`config.mk`:
```
export PLATFORM = sky130hd
export DESIGN_NAME = dmem_port_arbiter_flat
export DESIGN_NICKNAME = d
export VERILOG_FILES = /design/src/rtl/dmem_port_arbiter_if.sv /design/src/rtl/dmem_port_arbiter.sv /design/src/flat_wrapper.sv
export SDC_FILE = /design/constraint.sdc
export NUM_CORES = 1
export LEC_CHECK = 0
export ABC_AREA = 0
export CAP_MARGIN = 40
export CORE_AREA = 2 2 120 122
export CTS_CLUSTER_DIAMETER = 40
export DETAILED_ROUTE_END_ITERATION = 10
export DIE_AREA = 0 0 122 124
export GPL_TIMING_DRIVEN = 0
export HOLD_SLACK_MARGIN = 0.15
export PLACE_DENSITY_LB_ADDON = 0.25
export SYNTH_ARGS = -nofsm -noshare
export SYNTH_HDL_FRONTEND = slang
export SYNTH_SLANG_ARGS = --single-unit
```
`constraint.sdc`:
```
create_clock -name clk -period 1.6 [get_ports clk]
set_input_delay 0.24 -clock clk [delete_from_list [all_inputs] [get_ports clk]]
set_output_delay 0.24 -clock clk [all_outputs]
set_load 0.02 [all_outputs]
```
`src/rtl/dmem_port_arbiter_if.sv`:
```
// Bundle of the CPU, DMA and memory-side signals around the data-port arbiter.
// The slave modport is the arbiter's view; the master modport is the surrounding system's view.
interface dmem_port_arbiter_if #(
  parameter int ADDR_W = 32,
  parameter int DATA_W = 32
);
  logic              cpu_req;
  logic              cpu_we;
  logic [3:0]        cpu_wen;
  logic [ADDR_W-1:0] cpu_addr;
  logic [DATA_W-1:0] cpu_din;
  logic [DATA_W-1:0] cpu_dout;
  logic              cpu_hold;

  logic              dma_req;
  logic              dma_we;
  logic [3:0]        dma_wen;
  logic [ADDR_W-1:0] dma_addr;
  logic [DATA_W-1:0] dma_din;
  logic              dma_gnt;
  logic              dma_rvalid;
  logic [DATA_W-1:0] dma_dout;

  logic              mem_en;
  logic [3:0]        mem_wen;
  logic [ADDR_W-1:0] mem_addr;
  logic [DATA_W-1:0] mem_din;
  logic [DATA_W-1:0] mem_dout;

  logic              busy;

  modport slave (
    input  cpu_req, cpu_we, cpu_wen, cpu_addr, cpu_din,
    input  dma_req, dma_we, dma_wen, dma_addr, dma_din,
    input  mem_dout,
    output cpu_dout, cpu_hold,
    output dma_gnt, dma_rvalid, dma_dout,
    output mem_en, mem_wen, mem_addr, mem_din,
    output busy
  );

  modport master (
    output cpu_req, cpu_we, cpu_wen, cpu_addr, cpu_din,
    output dma_req, dma_we, dma_wen, dma_addr, dma_din,
    output mem_dout,
    input  cpu_dout, cpu_hold,
    input  dma_gnt, dma_rvalid, dma_dout,
    input  mem_en, mem_wen, mem_addr, mem_din,
    input  busy
  );
endinterface

```
`src/rtl/dmem_port_arbiter.sv`:
```
// Data-port arbiter: shares one memory port between the CPU load/store path and a DMA master.
// Define DMEM_ARB_FAIRNESS_EN to add the DMA starvation guard; otherwise the CPU has strict priority.
module dmem_port_arbiter #(
  parameter int ADDR_W       = 32,
  parameter int DATA_W       = 32,
  parameter int DMA_WAIT_MAX = 8
) (
  input logic                clk,
  input logic                rst_n,
  dmem_port_arbiter_if.slave bus
);

  if (DMA_WAIT_MAX < 1 || DMA_WAIT_MAX > 255) begin : g_wait_range
    $error("DMA_WAIT_MAX must lie in 1..255");
  end

  logic              cpu_gnt;
  logic              dma_gnt_c;
  logic              force_dma;
  logic              rd_grant;
  logic              rd_pend;
  logic              rd_owner;
  logic              cpu_ret;
  logic              dma_ret;
  logic [DATA_W-1:0] cpu_dout_q;
  logic [DATA_W-1:0] dma_dout_q;

`ifdef DMEM_ARB_FAIRNESS_EN
  logic [7:0] wait_cnt;

  assign force_dma = bus.dma_req && (wait_cnt == 8'(DMA_WAIT_MAX));

  // Counts consecutive refused DMA cycles; saturates at the limit, which forces the next grant.
  always_ff @(posedge clk or negedge rst_n) begin
    if (!rst_n) begin
      wait_cnt <= 8'd0;
    end else if (!bus.dma_req || dma_gnt_c) begin
      wait_cnt <= 8'd0;
    end else if (wait_cnt != 8'(DMA_WAIT_MAX)) begin
      wait_cnt <= wait_cnt + 8'd1;
    end
  end
`else
  assign force_dma = 1'b0;
`endif

  always_comb begin
    cpu_gnt   = 1'b0;
    dma_gnt_c = 1'b0;
    if (force_dma) begin
      dma_gnt_c = 1'b1;
    end else if (bus.cpu_req) begin
      cpu_gnt = 1'b1;
    end else if (bus.dma_req) begin
      dma_gnt_c = 1'b1;
    end
  end

  always_comb begin
    bus.mem_en   = 1'b0;
    bus.mem_wen  = 4'b0000;
    bus.mem_addr = {ADDR_W{1'b0}};
    bus.mem_din  = {DATA_W{1'b0}};
    if (cpu_gnt) begin
      bus.mem_en   = 1'b1;
      bus.mem_wen  = bus.cpu_we ? bus.cpu_wen : 4'b0000;
      bus.mem_addr = bus.cpu_addr;
      bus.mem_din  = bus.cpu_din;
    end else if (dma_gnt_c) begin
      bus.mem_en   = 1'b1;
      bus.mem_wen  = bus.dma_we ? bus.dma_wen : 4'b0000;
      bus.mem_addr = bus.dma_addr;
      bus.mem_din  = bus.dma_din;
    end
  end

  assign bus.cpu_hold = bus.cpu_req & ~cpu_gnt;
  assign bus.dma_gnt  = dma_gnt_c;
  assign rd_grant     = (cpu_gnt & ~bus.cpu_we) | (dma_gnt_c & ~bus.dma_we);

  // Grant stage -> return stage: remember who owns the read data arriving next cycle.
  always_ff @(posedge clk or negedge rst_n) begin
    if (!rst_n) begin
      rd_pend  <= 1'b0;
      rd_owner <= 1'b0;
    end else begin
      rd_pend  <= rd_grant;
      rd_owner <= dma_gnt_c;
    end
  end

  assign cpu_ret = rd_pend & ~rd_owner;
  assign dma_ret = rd_pend & rd_owner;

  // Return stage: capture the returned word so each owner sees it held until its next read.
  always_ff @(posedge clk or negedge rst_n) begin
    if (!rst_n) begin
      cpu_dout_q <= {DATA_W{1'b0}};
      dma_dout_q <= {DATA_W{1'b0}};
    end else begin
      if (cpu_ret) cpu_dout_q <= bus.mem_dout;
      if (dma_ret) dma_dout_q <= bus.mem_dout;
    end
  end

  assign bus.cpu_dout   = cpu_ret ? bus.mem_dout : cpu_dout_q;
  assign bus.dma_dout   = dma_ret ? bus.mem_dout : dma_dout_q;
  assign bus.dma_rvalid = dma_ret;
  assign bus.busy       = rd_pend | bus.cpu_req | bus.dma_req;

endmodule

```
`src/flat_wrapper.sv`:
```
// flat-port wrapper written by rule: the top's interface ports become plain ports
module dmem_port_arbiter_flat 
#(
  parameter int ADDR_W       = 32,
  parameter int DATA_W       = 32,
  parameter int DMA_WAIT_MAX = 8
)
  (clk, rst_n, bus_cpu_req, bus_cpu_we, bus_cpu_wen, bus_cpu_addr, bus_cpu_din, bus_dma_req, bus_dma_we, bus_dma_wen, bus_dma_addr, bus_dma_din, bus_mem_dout, bus_cpu_dout, bus_cpu_hold, bus_dma_gnt, bus_dma_rvalid, bus_dma_dout, bus_mem_en, bus_mem_wen, bus_mem_addr, bus_mem_din, bus_busy);
  dmem_port_arbiter_if #(.ADDR_W(ADDR_W), .DATA_W(DATA_W)) bus_i ();
  input logic clk;
  input logic rst_n;
  input wire logic [$bits(bus_i.cpu_req)-1:0] bus_cpu_req;
  input wire logic [$bits(bus_i.cpu_we)-1:0] bus_cpu_we;
  input wire logic [$bits(bus_i.cpu_wen)-1:0] bus_cpu_wen;
  input wire logic [$bits(bus_i.cpu_addr)-1:0] bus_cpu_addr;
  input wire logic [$bits(bus_i.cpu_din)-1:0] bus_cpu_din;
  input wire logic [$bits(bus_i.dma_req)-1:0] bus_dma_req;
  input wire logic [$bits(bus_i.dma_we)-1:0] bus_dma_we;
  input wire logic [$bits(bus_i.dma_wen)-1:0] bus_dma_wen;
  input wire logic [$bits(bus_i.dma_addr)-1:0] bus_dma_addr;
  input wire logic [$bits(bus_i.dma_din)-1:0] bus_dma_din;
  input wire logic [$bits(bus_i.mem_dout)-1:0] bus_mem_dout;
  output wire logic [$bits(bus_i.cpu_dout)-1:0] bus_cpu_dout;
  output wire logic [$bits(bus_i.cpu_hold)-1:0] bus_cpu_hold;
  output wire logic [$bits(bus_i.dma_gnt)-1:0] bus_dma_gnt;
  output wire logic [$bits(bus_i.dma_rvalid)-1:0] bus_dma_rvalid;
  output wire logic [$bits(bus_i.dma_dout)-1:0] bus_dma_dout;
  output wire logic [$bits(bus_i.mem_en)-1:0] bus_mem_en;
  output wire logic [$bits(bus_i.mem_wen)-1:0] bus_mem_wen;
  output wire logic [$bits(bus_i.mem_addr)-1:0] bus_mem_addr;
  output wire logic [$bits(bus_i.mem_din)-1:0] bus_mem_din;
  output wire logic [$bits(bus_i.busy)-1:0] bus_busy;
  assign bus_i.cpu_req = bus_cpu_req;
  assign bus_i.cpu_we = bus_cpu_we;
  assign bus_i.cpu_wen = bus_cpu_wen;
  assign bus_i.cpu_addr = bus_cpu_addr;
  assign bus_i.cpu_din = bus_cpu_din;
  assign bus_i.dma_req = bus_dma_req;
  assign bus_i.dma_we = bus_dma_we;
  assign bus_i.dma_wen = bus_dma_wen;
  assign bus_i.dma_addr = bus_dma_addr;
  assign bus_i.dma_din = bus_dma_din;
  assign bus_i.mem_dout = bus_mem_dout;
  assign bus_cpu_dout = bus_i.cpu_dout;
  assign bus_cpu_hold = bus_i.cpu_hold;
  assign bus_dma_gnt = bus_i.dma_gnt;
  assign bus_dma_rvalid = bus_i.dma_rvalid;
  assign bus_dma_dout = bus_i.dma_dout;
  assign bus_mem_en = bus_i.mem_en;
  assign bus_mem_wen = bus_i.mem_wen;
  assign bus_mem_addr = bus_i.mem_addr;
  assign bus_mem_din = bus_i.mem_din;
  assign bus_busy = bus_i.busy;
  dmem_port_arbiter #(.ADDR_W(ADDR_W), .DATA_W(DATA_W), .DMA_WAIT_MAX(DMA_WAIT_MAX)) u_core (.clk(clk), .rst_n(rst_n), .bus(bus_i));
endmodule
```
==> impl_metrics.yaml <==
cells_and_area:
  syn2layout_area_growth_pct: 119.3
  fillerInstances: 1234
  postLayoutCoreUtil: 0.5324
  layout.nets: 756
  ff_latch_area_um2: 1653
  multi_input_area_um2: 1650
  drive_gt1_frac: 0.4242
place:
  dp_hpwl_um: 11790
  post-place-ws_ns: -0.8640
  io_buffers: 309
  place.gp.congestion: 0.7775
worst_hold_path:
  min_to: "u_core.rd_pend"
  hold_depth: 3
  hold_class: "in2reg"
  hp-start: "bus_dma_we"
synthesis:
  yosysTopAreaCellShare: 0.4959
  synthTopCellsByCount: "dfrtp_1 (66), a22o_1 (65), mux2_2 (34)"
  ys_types: 17
  syn_area_per_cell_um2: 13.94
  syn_nets: 413
  synth_area_um2: 3331
  synthMostInstantiatedCell: "dfrtp_1"
  ys_seq_area_frac: 0.4959
  synth_ff_type: "dfrtp_1"
  yosysTopAreaCell: "dfrtp_1"
  syn_inst: 239
  yosysWarnings: 0
  synth-edff-count: 0
  synthTopCellsByArea: "dfrtp_1 (50%), a22o_1 (17%), mux2_4 (14%), mux2_2 (11%), buf_6 (2.7%)"
  synthArstFlopShare: 1.000
  yosys_register_bits: 66
detailed_routing:
  drt_iter0_drc: 111
  vias: 3398
  wirelength_um: 14910
  route.detailed.drc: 0
  avgRoutedWirePerCell_um: 19.41
  dr.pass1.iters: 4
  vias_per_cell: 4.424
  ant_nets: 0
floorplan:
  die_x_um: 122
  fp-row-count: 43
  ios: 311
  die_area_um2: 15130
  coreArea_um2: 13720
  initial_core_util: 0.2428
  die_h_um: 124
cts:
  clk_pin_slew_ns: 0.05
  htreeDepth: 3
  clock-sinks: 66
  cts_tree: "done"
  numCtsBuffers: 9
  cts-root-buf: "clkbuf_16"
  cts_buffer_depth: 2
  clk-insertion-delay-late_ns: 0.32
sta:
  relSlewSlack: 0.4558
  max_freq_ghz: 0.5351
  post-route-period-util: 1.168
  fin_skew_ns: 0.003491
  finalSetupViolations: 65
  rsz0062_at_grt: "true"
  post-route-min-period_ns: 1.869
  drv_slew: 0
  tightest_slew_ns: 0.8163
  setup_slack_ns: -0.2688
  setup-tns-final_ns: -14.87
  hold_viol_final: 0
  holdWs_ns: 0.3112
global_routing:
  grt_pass1_vias: 3569
  grt_usage: 0.1801
  grt_pass1_wl_um: 20340
  overflow: 0
  antenna_found_initial: 1
  grt_max_degree: 67
critical_path:
  crit_arrival_ns: 1.63
  worst_setup_path_end_kind: "output port"
  r2r_cells: 5
  cp_max_fo: 10
  start_kind: "register"
  crit_type: "reg2out"
  regToRegStartpoint: "u_core.rd_owner"
  rr_endpoint: "u_core.cpu_dout_q[18]"
  r2r_slack_ns: 0.20
  crit_required_ns: 1.36
run:
  cap_violations: 0
power_and_ir_drop:
  p_leak_uw: 0.003522
  vdd_drop_max_uv: 500.9
  p_per_area_nw_per_um2: 998.7
run_status:
  violations: "negative setup slack"
  status: "finished, violations left"
[metal layers]
metal	wire length, um	global-route usage	vias to the layer above
met5	0	0	-
met4	247	0.06250	0
met3	1331	0.06364	16
met2	7967	0.3261	163
met1	5364	0.1948	1625
li1	-	-	1594
[critical path, stage by stage (launching register included)]
cell	delay, ns
dfrtp_1	0.40
nand2b_4	0.16
buf_12	0.14
buf_12	0.15
mux2_4	0.31
buf_6	0.14
[registers in the layout, summed over array words and instances (netlist names)]
register / count
u_core.cpu_dout_q: 32
u_core.dma_dout_q: 32
u_core.rd_owner: 1
u_core.rd_pend: 1
[how the worst max path moves through the flow]
stage | start | endpoint | cells past startpoint
finish | u_core.rd_owner | bus_cpu_dout[31] | 5
global route | u_core.rd_owner | bus_cpu_dout[31] | 5
CTS | u_core.rd_pend | bus_dma_dout[11] | 5
detailed placement | bus_dma_req | bus_mem_addr[29] | 6
global placement | rst_n | u_core.dma_dout_q[4] | 1
floorplan | u_core.rd_pend | bus_dma_dout[10] | 3
[layout by cell type (no fill, tap or decap), drive strengths merged]
master,synthesis,final
o21ai,4,4
clkbuf,2,26
dlymetal6s2s,0,1
nand2,1,1
clkdlybuf4s15,0,14
clkdlybuf4s50,0,169
or2,1,1
nor2b,1,1
diode,0,1
or3,1,1
conb,1,1
mux2,64,64
buf,21,149
inv,3,3
bufinv,0,1
nand2b,1,1
nand3,8,8
dlygate4sd3,0,1
a22o,65,65
clkinv,0,1
dfrtp,66,66
dlygate4sd2,0,9
[report_power, final]
group / total [uW] / internal (uW) / switching, uW
clock network: 1950 / 1290 / 658
logic: 3230 / 1840 / 1390
registers: 2120 / 2010 / 105
[through the flow]
stage | std cells | total power, uW | area [um^2]
finish | 768 | 7295 | 7305
global route | 767 | 7612 | 7302
CTS | 757 | 7197 | 7249
detailed placement | 728 | 5048 | 6646
global placement | 728 | 5009 | 6649
floorplan | 239 | 3477 | 3331
[timing repair]
| action | in CTS | in global routing |
|---|---|---|
| hold buffers | 1 | 0 |
| cloned | 2 | 2 |
| resized for setup | 629 | 92 |
| pin swaps | 1 | 1 |
| setup endpoints to repair | 136 | 110 |
| buffers inserted | 10 | 11 |
| hold endpoints to repair | 66 | 0 |
[logic make-up (layout without fill, tap and decap cells)]
kind of cell	count (synthesis)	count (layout)	share of synthesized area
AOI/OAI and AO/OA	69	69	0.1769
DFF	66	66	0.4959
muxes	64	64	0.2502
buffers and inverters	26	374	0.05297
and+or+nand+nor	13	13	0.02292
other	1	2	0.001126
[cell type report]
class / count / area share
Inverter: 3 / 0.001542
Multi-Input combinational cell: 147 / 0.2259
Sequential cell: 66 / 0.2263
Clock buffer: 14 / 0.03614
Buffer: 22 / 0.03546
Antenna cell: 1 / 0.0003426
Clock inverter: 2 / 0.004796
Tap cell: 180 / 0.03083
Timing Repair Buffer: 333 / 0.4387
(Power assumes the default switching activity.)
==> edit, RTL diff (same settings) <==
`ADDR_W` is set to 32 in 3 places; all go to 24.
--- a/src/rtl/dmem_port_arbiter_if.sv
+++ b/src/rtl/dmem_port_arbiter_if.sv
@@ -2,5 +2,5 @@
 // The slave modport is the arbiter's view; the master modport is the surrounding system's view.
 interface dmem_port_arbiter_if #(
-  parameter int ADDR_W = 32,
+  parameter int ADDR_W = 24,
   parameter int DATA_W = 32
 );
--- a/src/rtl/dmem_port_arbiter.sv
+++ b/src/rtl/dmem_port_arbiter.sv
@@ -2,5 +2,5 @@
 // Define DMEM_ARB_FAIRNESS_EN to add the DMA starvation guard; otherwise the CPU has strict priority.
 module dmem_port_arbiter #(
-  parameter int ADDR_W       = 32,
+  parameter int ADDR_W       = 24,
   parameter int DATA_W       = 32,
   parameter int DMA_WAIT_MAX = 8
--- a/src/flat_wrapper.sv
+++ b/src/flat_wrapper.sv
@@ -2,5 +2,5 @@
 module dmem_port_arbiter_flat 
 #(
-  parameter int ADDR_W       = 32,
+  parameter int ADDR_W       = 24,
   parameter int DATA_W       = 32,
   parameter int DMA_WAIT_MAX = 8
Interface: changed (resized bus_cpu_addr, bus_dma_addr and bus_mem_addr); port bits go from 311 to 287. The function was not compared with the original's and may differ.
==> edit against the unedited design <==
The flow still finishes with violations (negative setup slack); final area down 2.7%; clock power decreased by 4%; register-to-register slack got worse by 0.04 ns; combinational power is 2% lower; synthesized area is 2.7% lower; wire length decreased by 8.8%; sequential cell count unchanged; via count is 4.3% lower; power shrank 1.7%; sequential power is essentially flat; setup slack got worse by 0.040 ns; largest power group unchanged; highest routed layer unchanged.
==> edit: results (changes against the unedited design) <==
Global route
  – Global-route wire length before repair: 18900 um (was 20300 um)
  – Met1 usage: 0.168 (was 0.195)
  – Vias in the first global route: 3384 (was 3569)

Timing
  – # setup viols final: 65 (unchanged)
  – Worst rel slew slack: 0.453 (was 0.456)
  – Fin Hold WS: 0.323 ns (was 0.311 ns)
  – Skew final: 0.00362 ns (was 0.00349 ns)
  – Worst setup margin: -0.308 ns (was -0.269 ns)

Cells and area
  – Signal buffers: 334 (was 355)
  – Final non-clock buffer share: 0.471 (was 0.474)
  – Fillers: 1217 (was 1234)
  – Multi-input gate share of total cell area: 0.223 (was 0.226)
  – Final non-filler cell total: 737 (was 768)
  – Fraction of layout cells with a size suffix above 1: 0.460 (was 0.424)
  – Multi-Input Combinational: 139 (was 147)
  – Clkbuf count: 12 (was 14)
  – Number of diodes: 0 (was 1)
  – Register area: 1650 um^2 (about the same)
  – Layout clock area frac: 0.0403 (was 0.0409)

Routing
  – Met3 Routed Length: 1380 um (was 1330 um)
  – Met2 WL: 7380 um (was 7970 um)
  – Starting DRT DRC Count: 91 (was 111)

Power and ir drop
  – VDD IR max: 0.371 mV (was 0.501 mV)
  – Pleak: 3.38 nW (was 3.52 nW)

Clock tree
  – PostCTS Resize Cnt: 642 (was 629)
  – Setup bufs post-CTS: 19 (was 10)

Synth
  – Mux contribution to synthesized area: 0.257 (was 0.250)
  – Synth top area cells: dfrtp_1 (51%), a22o_1 (15%), mux2_4 (14%) (was dfrtp_1 (50%), a22o_1 (17%), mux2_4 (14%))

Placement
  – DP HPWL: 10400 um (was 11800 um)
  – Cells after DPL: 694 (was 728)

Setup path
  – Worst-path fanout max: 8 (was 10)
  – Max incr delay on CP: 0.43 ns (was 0.40 ns)
  – Setup crit end: bus_cpu_dout[15] (was bus_cpu_dout[31])
  – Worst path arrival time: 1.67 ns (was 1.63 ns)

Run status
  – Status: finished with violations (unchanged)
  – Failing checks: negative setup slack (unchanged)
edit: cell count changes in the layout (fill, tap and decap cells not counted), moves of 2 or more:
cell,unedited run,this run
buf_2,45,35
clkdlybuf4s15_1,10,3
clkbuf_2,7,2
buf_6,75,69
buf_4,18,26
a22o_1,65,57
dlygate4sd2_1,9,2
buf_8,3,1
buf_16,1,3
clkdlybuf4s50_1,169,153
clkdlybuf4s15_2,4,24
edit: metrics by stage:
stage               utilization  TNS (ns)  instance area, um^2  setup WS (ns)  power [mW]
floorplan                     -         0                 3240          0.166        3.43
finish                    0.518    -15.29                 7110         -0.308        7.17
global route              0.518    -18.47                 7110         -0.349        7.50
detailed placement        0.460    -72.56                 6310         -0.789        4.92
global placement          0.460   -196.36                 6310          -1.89        4.89
CTS                       0.506    -18.45                 6940         -0.353        7.07
